<file path="src/rtl/serial_adder_if.sv">
// ---------------------------------------------------------------------------
// serial_adder_if
//   Bundles the operand-side and result-side handshakes of serial_adder.
//   Optional macro: SERIAL_ADDER_OVF_EN adds the ovf result signal.
//
//   Handshake rule (both sides): a transfer happens on a rising clk edge where
//   valid && ready are both high. A producer holds valid and its payload
//   stable until that edge. A consumer may drive ready independently of valid.
//
//   Signals
//     in_valid  master->slave  operands valid
//     in_ready  slave->master  adder can accept operands
//     a, b      master->slave  WIDTH-bit operands
//     cin       master->slave  carry into bit 0
//     out_valid slave->master  result valid
//     out_ready master->slave  consumer accepts result
//     sum       slave->master  a+b+cin, low WIDTH bits
//     cout      slave->master  carry out of bit WIDTH-1
//     ovf       slave->master  signed overflow (SERIAL_ADDER_OVF_EN only)
// ---------------------------------------------------------------------------
interface serial_adder_if #(
    parameter int WIDTH = 8
);
    logic             in_valid;
    logic             in_ready;
    logic [WIDTH-1:0] a;
    logic [WIDTH-1:0] b;
    logic             cin;
    logic             out_valid;
    logic             out_ready;
    logic [WIDTH-1:0] sum;
    logic             cout;
`ifdef SERIAL_ADDER_OVF_EN
    logic             ovf;
`endif

    modport master (
        output in_valid, a, b, cin, out_ready,
        input  in_ready, out_valid, sum, cout
`ifdef SERIAL_ADDER_OVF_EN
        , input ovf
`endif
    );

    modport slave (
        input  in_valid, a, b, cin, out_ready,
        output in_ready, out_valid, sum, cout
`ifdef SERIAL_ADDER_OVF_EN
        , output ovf
`endif
    );
endinterface

</file>
<file path="src/rtl/serial_adder.sv">
// ---------------------------------------------------------------------------
// serial_adder
//   Bit-serial adder. Accepts two WIDTH-bit operands plus a carry-in and adds
//   one bit per clock, LSB first, through a single full-adder with its carry
//   registered and fed back. One operation in flight; WIDTH RUN cycles.
//   Optional macro: SERIAL_ADDER_OVF_EN adds the signed-overflow output ovf.
//
//   Ports
//     clk        rising-edge clock
//     rst_n      asynchronous active-low reset
//     bus        serial_adder_if.slave (operand and result handshakes)
//     dbg_state  current FSM state (0=IDLE, 1=RUN, 2=DONE)
// ---------------------------------------------------------------------------
module serial_adder #(
    parameter int WIDTH = 8
) (
    input  logic                 clk,
    input  logic                 rst_n,
    serial_adder_if.slave        bus,
    output logic [1:0]           dbg_state
);
    localparam int CW = $clog2(WIDTH) + 1;
    localparam logic [CW-1:0] LAST = CW'(WIDTH - 1);

    typedef enum logic [1:0] {
        IDLE = 2'd0,
        RUN  = 2'd1,
        DONE = 2'd2
    } state_t;

    // The one full-adder cell of the datapath; returns {carry, sum}.
    function automatic logic [1:0] full_adder(input logic x, input logic y, input logic ci);
        full_adder = {(x & y) | (x & ci) | (y & ci), x ^ y ^ ci};
    endfunction

    state_t           state_q,  state_d;
    logic [WIDTH-1:0] a_sr_q,   a_sr_d;
    logic [WIDTH-1:0] b_sr_q,   b_sr_d;
    logic [WIDTH-1:0] sum_sr_q, sum_sr_d;
    logic [WIDTH-1:0] sum_q,    sum_d;
    logic             carry_q,  carry_d;
    logic             cout_q,   cout_d;
    logic [CW-1:0]    cnt_q,    cnt_d;
`ifdef SERIAL_ADDER_OVF_EN
    logic             ovf_q,    ovf_d;
`endif

    logic             fa_s;
    logic             fa_c;
    logic [WIDTH-1:0] sum_shift;

    always_comb begin
        state_d   = state_q;
        a_sr_d    = a_sr_q;
        b_sr_d    = b_sr_q;
        sum_sr_d  = sum_sr_q;
        sum_d     = sum_q;
        carry_d   = carry_q;
        cout_d    = cout_q;
        cnt_d     = cnt_q;
`ifdef SERIAL_ADDER_OVF_EN
        ovf_d     = ovf_q;
`endif
        {fa_c, fa_s} = full_adder(a_sr_q[0], b_sr_q[0], carry_q);
        // New sum bit enters at the MSB so after WIDTH shifts bit 0 sits at LSB.
        // Written this way so WIDTH=1 needs no zero-width slice.
        sum_shift            = sum_sr_q >> 1;
        sum_shift[WIDTH-1]   = fa_s;

        unique case (state_q)
            IDLE: begin
                if (bus.in_valid) begin
                    a_sr_d  = bus.a;
                    b_sr_d  = bus.b;
                    carry_d = bus.cin;
                    cnt_d   = '0;
                    state_d = RUN;
                end
            end
            RUN: begin
                sum_sr_d = sum_shift;
                a_sr_d   = a_sr_q >> 1;
                b_sr_d   = b_sr_q >> 1;
                carry_d  = fa_c;
                cnt_d    = cnt_q + 1'b1;
                if (cnt_q == LAST) begin
                    // Visible result only changes here, never mid-operation.
                    sum_d   = sum_shift;
                    cout_d  = fa_c;
`ifdef SERIAL_ADDER_OVF_EN
                    // carry_q is the carry into the MSB on this last cycle.
                    ovf_d   = carry_q ^ fa_c;
`endif
                    state_d = DONE;
                end
            end
            DONE: begin
                if (bus.out_ready) begin
                    state_d = IDLE;
                end
            end
            default: state_d = IDLE;
        endcase
    end

    always_ff @(posedge clk or negedge rst_n) begin
        if (!rst_n) begin
            state_q  <= IDLE;
            a_sr_q   <= '0;
            b_sr_q   <= '0;
            sum_sr_q <= '0;
            sum_q    <= '0;
            carry_q  <= 1'b0;
            cout_q   <= 1'b0;
            cnt_q    <= '0;
`ifdef SERIAL_ADDER_OVF_EN
            ovf_q    <= 1'b0;
`endif
        end else begin
            state_q  <= state_d;
            a_sr_q   <= a_sr_d;
            b_sr_q   <= b_sr_d;
            sum_sr_q <= sum_sr_d;
            sum_q    <= sum_d;
            carry_q  <= carry_d;
            cout_q   <= cout_d;
            cnt_q    <= cnt_d;
`ifdef SERIAL_ADDER_OVF_EN
            ovf_q    <= ovf_d;
`endif
        end
    end

    assign bus.in_ready  = (state_q == IDLE);
    assign bus.out_valid = (state_q == DONE);
    assign bus.sum       = sum_q;
    assign bus.cout      = cout_q;
`ifdef SERIAL_ADDER_OVF_EN
    assign bus.ovf       = ovf_q;
`endif
    assign dbg_state     = state_q;
endmodule

</file>
<file path="src/flat_wrapper.sv">
// flat-port wrapper written by rule: the top's interface ports become plain ports
module serial_adder_flat 
#(
    parameter int WIDTH = 8
)
  (clk, rst_n, dbg_state, bus_in_valid, bus_a, bus_b, bus_cin, bus_out_ready, bus_in_ready, bus_out_valid, bus_sum, bus_cout);
  serial_adder_if #(.WIDTH(WIDTH)) bus_i ();
  input  logic clk;
  input  logic rst_n;
  output logic [1:0] dbg_state;
  input wire logic [$bits(bus_i.in_valid)-1:0] bus_in_valid;
  input wire logic [$bits(bus_i.a)-1:0] bus_a;
  input wire logic [$bits(bus_i.b)-1:0] bus_b;
  input wire logic [$bits(bus_i.cin)-1:0] bus_cin;
  input wire logic [$bits(bus_i.out_ready)-1:0] bus_out_ready;
  output wire logic [$bits(bus_i.in_ready)-1:0] bus_in_ready;
  output wire logic [$bits(bus_i.out_valid)-1:0] bus_out_valid;
  output wire logic [$bits(bus_i.sum)-1:0] bus_sum;
  output wire logic [$bits(bus_i.cout)-1:0] bus_cout;
  assign bus_i.in_valid = bus_in_valid;
  assign bus_i.a = bus_a;
  assign bus_i.b = bus_b;
  assign bus_i.cin = bus_cin;
  assign bus_i.out_ready = bus_out_ready;
  assign bus_in_ready = bus_i.in_ready;
  assign bus_out_valid = bus_i.out_valid;
  assign bus_sum = bus_i.sum;
  assign bus_cout = bus_i.cout;
  serial_adder #(.WIDTH(WIDTH)) u_core (.clk(clk), .rst_n(rst_n), .bus(bus_i), .dbg_state(dbg_state));
endmodule
</file>
<file path="config.mk">
export PLATFORM = sky130hd
export DESIGN_NAME = serial_adder_flat
export DESIGN_NICKNAME = d
export VERILOG_FILES = /design/src/rtl/serial_adder_if.sv /design/src/rtl/serial_adder.sv /design/src/flat_wrapper.sv
export SDC_FILE = /design/constraint.sdc
export NUM_CORES = 1
export LEC_CHECK = 0
export CAP_MARGIN = 20
export CORE_MARGIN = 4
export CORE_UTILIZATION = 50
export CTS_CLUSTER_DIAMETER = 30
export CTS_CLUSTER_SIZE = 28
export DETAILED_ROUTE_END_ITERATION = 8
export PLACE_DENSITY_LB_ADDON = 0.25
export SYNTH_ARGS = -nofsm -noshare
export SYNTH_HDL_FRONTEND = slang
export SYNTH_SLANG_ARGS = --single-unit
</file>
<file path="constraint.sdc">
create_clock -name clk -period 1.69 [get_ports clk]
set_input_delay 0.2535 -clock clk [delete_from_list [all_inputs] [get_ports clk]]
set_output_delay 0.2535 -clock clk [all_outputs]
set_load 0.03 [all_outputs]
</file>
==> results.sh <==
export IMPL_status="completed"
export IMPL_drc=0
export IMPL_end_kind="primary output"
export IMPL_async_flop_share=1.000
export IMPL_gr_usage_all_layers=0.1823
export IMPL_cp_slowest_cell="clkdlybuf4s50_1"
export IMPL_final_max_slew_viol_count=0
export IMPL_placeableCoreArea_um2=3103
export IMPL_final_area_um2=2150
export IMPL_antenna_found_initial=0
export IMPL_max_freq_ghz=0.6172
export IMPL_pin_count=34
export IMPL_die_h_um=65.24
export IMPL_cts_sinks=39
export IMPL_worstMarginPinSlew_ns=0.4873
export IMPL_final_cell_mix="dfrtp_1, clkdlybuf4s50_1, nand2_1, o21ai_0, mux2_2"
export IMPL_grt_setup_unrepaired="no"
export IMPL_synth_area_um2=1638
export IMPL_cpPeakStageDelay_ns=0.67
export IMPL_synth_avg_cell_area_um2=11.78
export IMPL_ys_ff_latch=39
export IMPL_cts_tree="built"
export IMPL_grt_pass1_vias=1291
export IMPL_synthesis_instances=139
export IMPL_worst_path_buf_inv=1
export IMPL_fin_skew_ns=0.008990
export IMPL_ir_drop_uv=868.7
export IMPL_crit_type="reg -> out"
export IMPL_fin_cells=224
export IMPL_critPathTopFamily="buffers and inverters"
export IMPL_synth_fp_nets=162
export IMPL_vias_per_cell=5.313
export IMPL_finalSetupViolCount=0
export IMPL_post_cts_buffers=0
export IMPL_grt_max_degree=40
export IMPL_maxCapViolCount=0
export IMPL_via_count=1190
export IMPL_start_util=0.5278
export IMPL_worstPathMaxFanout=2
export IMPL_path_clk_slew_ns=0.11
export IMPL_arrival_ns=1.37
export IMPL_power_leakage_uw=0.001006
export IMPL_maxSlewHeadroom=0.6751
export IMPL_place_area_um2=2041
export IMPL_antenna_left=0
export IMPL_fin_crit_ns=1.620
export IMPL_cts_root_buf="clkbuf_4"
export IMPL_final_common_cell="dfrtp_1"
export IMPL_synth_edf_count=0
export IMPL_insertion_delay_ns=0.34
export IMPL_seq_area_frac_synth=0.5959
export IMPL_yosysWarnings=0
export IMPL_synthFlopType="dfrtp_1"
export IMPL_firstDrtPassIters=5
export IMPL_fin_crit_sh=0.9587
export IMPL_synth_cell_types=22
export IMPL_drt_iter0_drc=52
export IMPL_diodes=0
export IMPL_grt_pass1_wl_um=5920
export IMPL_p_per_area_nw_per_um2=1719
export IMPL_syn_to_final_growth_pct=31.25
export IMPL_drive_above_1_share=0.2111
export IMPL_die_w_um=65.24
export IMPL_cts_buffer_depth=2
export IMPL_grt_overflow_total=0
export IMPL_io_buffers=33
export IMPL_fin_nets=202
export IMPL_dieArea_um2=4256
export IMPL_hold_viol=0
export IMPL_dp_hpwl_um=2297
export IMPL_cp_data_required_time_ns=1.44
export IMPL_fill_cells=263
export IMPL_multi_input_area_um2=618.1
export IMPL_htree_num_levels=2
export IMPL_rows=20
export IMPL_wl_per_cell_um=14.52
export IMPL_totalWireLength_um=3252
export IMPL_cp_cell_sequence="clkdlybuf4s50_1"
export IMPL_startpoint_type="register"
export IMPL_min_delay_path_class="in -> async"
export IMPL_setup_tns_ns=0
export IMPL_cts_inserted_buffers=5
export IMPL_place_congestion=0.7660
export IMPL_placed_cells=215
export IMPL_register_area_um2=975.9
==> report_power, final <==
part	switching [µW]	internal [µW]
logic	750	728
registers	244	1320
clock network	300	350
==> final cells by class <==
cell class / count / share of cell area
inverters: 3 / 0.005239
clock buffers: 6 / 0.02386
flip-flops and latches: 39 / 0.4540
well taps: 44 / 0.02561
repair buffers: 41 / 0.1874
multi-input cells: 89 / 0.2875
clock inverters: 2 / 0.01630
==> Yosys cell counts (all sizes together) (2+ instances only) <==
library cell	count	area [µm²]
dfrtp	39	975.9
nand2	21	78.83
o21ai	18	90.09
mux2	17	191.4
a22oi	15	112.6
clkbuf	6	22.52
inv	3	11.26
nor2	3	11.26
buf	2	10.01
nand3	2	10.01
nor2b	2	12.51
==> repair_timing <==
action / in CTS / in global routing
hold buffers: 1 / 0
resized for setup: 0 / 5
endpoints found under the setup margin: 0 / 5
endpoints found under the hold margin: 39 / 0
==> final timing paths <==
kind | start | endpoint | slack [ns] | cells past startpoint
worst max-delay path | u_core.bus.sum[7] | bus_sum[7] | 0.07 | 1
worst min-delay path | rst_n | u_core.bus.sum[2] | 0.49 | 3
worst max register to register | u_core.cnt_q[0] | u_core.bus.cout | 0.21 | 5
worst min register to register | u_core.b_sr_q[2] | u_core.b_sr_q[2] | 0.50 | 2
max in group asynchronous | rst_n | u_core.cnt_q[2] | 0.86 | 3
min in group clk | bus_out_ready | u_core.dbg_state[1] | 0.50 | 3
==> through the flow <==
| stage | utilization | hold slack, ns | power (µW) | setup slack, ns |
|---|---|---|---|---|
| 2_1_floorplan | - | -0.04209 | 2523 | 0.09977 |
| 3_3_place_gp | 0.6577 | 0.3250 | 3007 | 0.1504 |
| 6_report | 0.6927 | 0.4904 | 3694 | 0.06980 |
| 4_1_cts | 0.6887 | 0.4855 | 3746 | 0.03933 |
| 5_1_grt | 0.6927 | 0.4898 | 3971 | 0.002629 |
| 3_5_place_dp | 0.6577 | 0.3338 | 3097 | 0.002577 |
==> flip-flops by register name, summed over array words and instances, names as in the netlist <==
signal,cells
u_core.a_sr_q,8
u_core.b_sr_q,8
u_core.bus.cout,1
u_core.bus.sum,8
u_core.carry_q,1
u_core.cnt_q,4
u_core.dbg_state,2
u_core.sum_sr_q,7
==> worst register-to-register path, cell delays in order (launching register included) <==
cell,delay (ns)
dfrtp_1,0.40
ha_1,0.19
nand2_1,0.11
nor3_4,0.12
buf_4,0.20
mux2_2,0.35
==> per-layer routing <==
metal,vias to the layer above,part of all wire,wire length (µm),GRT usage
met5,-,0,0,0
met4,0,0.019,63,0.06995
met3,8,0.062,201,0.05641
met2,32,0.52,1679,0.3148
met1,577,0.40,1308,0.2108
li1,573,-,-,-
==> cells by family after synthesis <==
| family | synth area share |
|---|---|
| AOI/OAI and AO/OA | 0.1581 |
| DFF | 0.5959 |
| and+or+nand+nor | 0.08251 |
| muxes | 0.1169 |
| buffers and inverters | 0.02674 |
| adders and majority gates | 0.01986 |
Power figures use the tool's default switching activity.
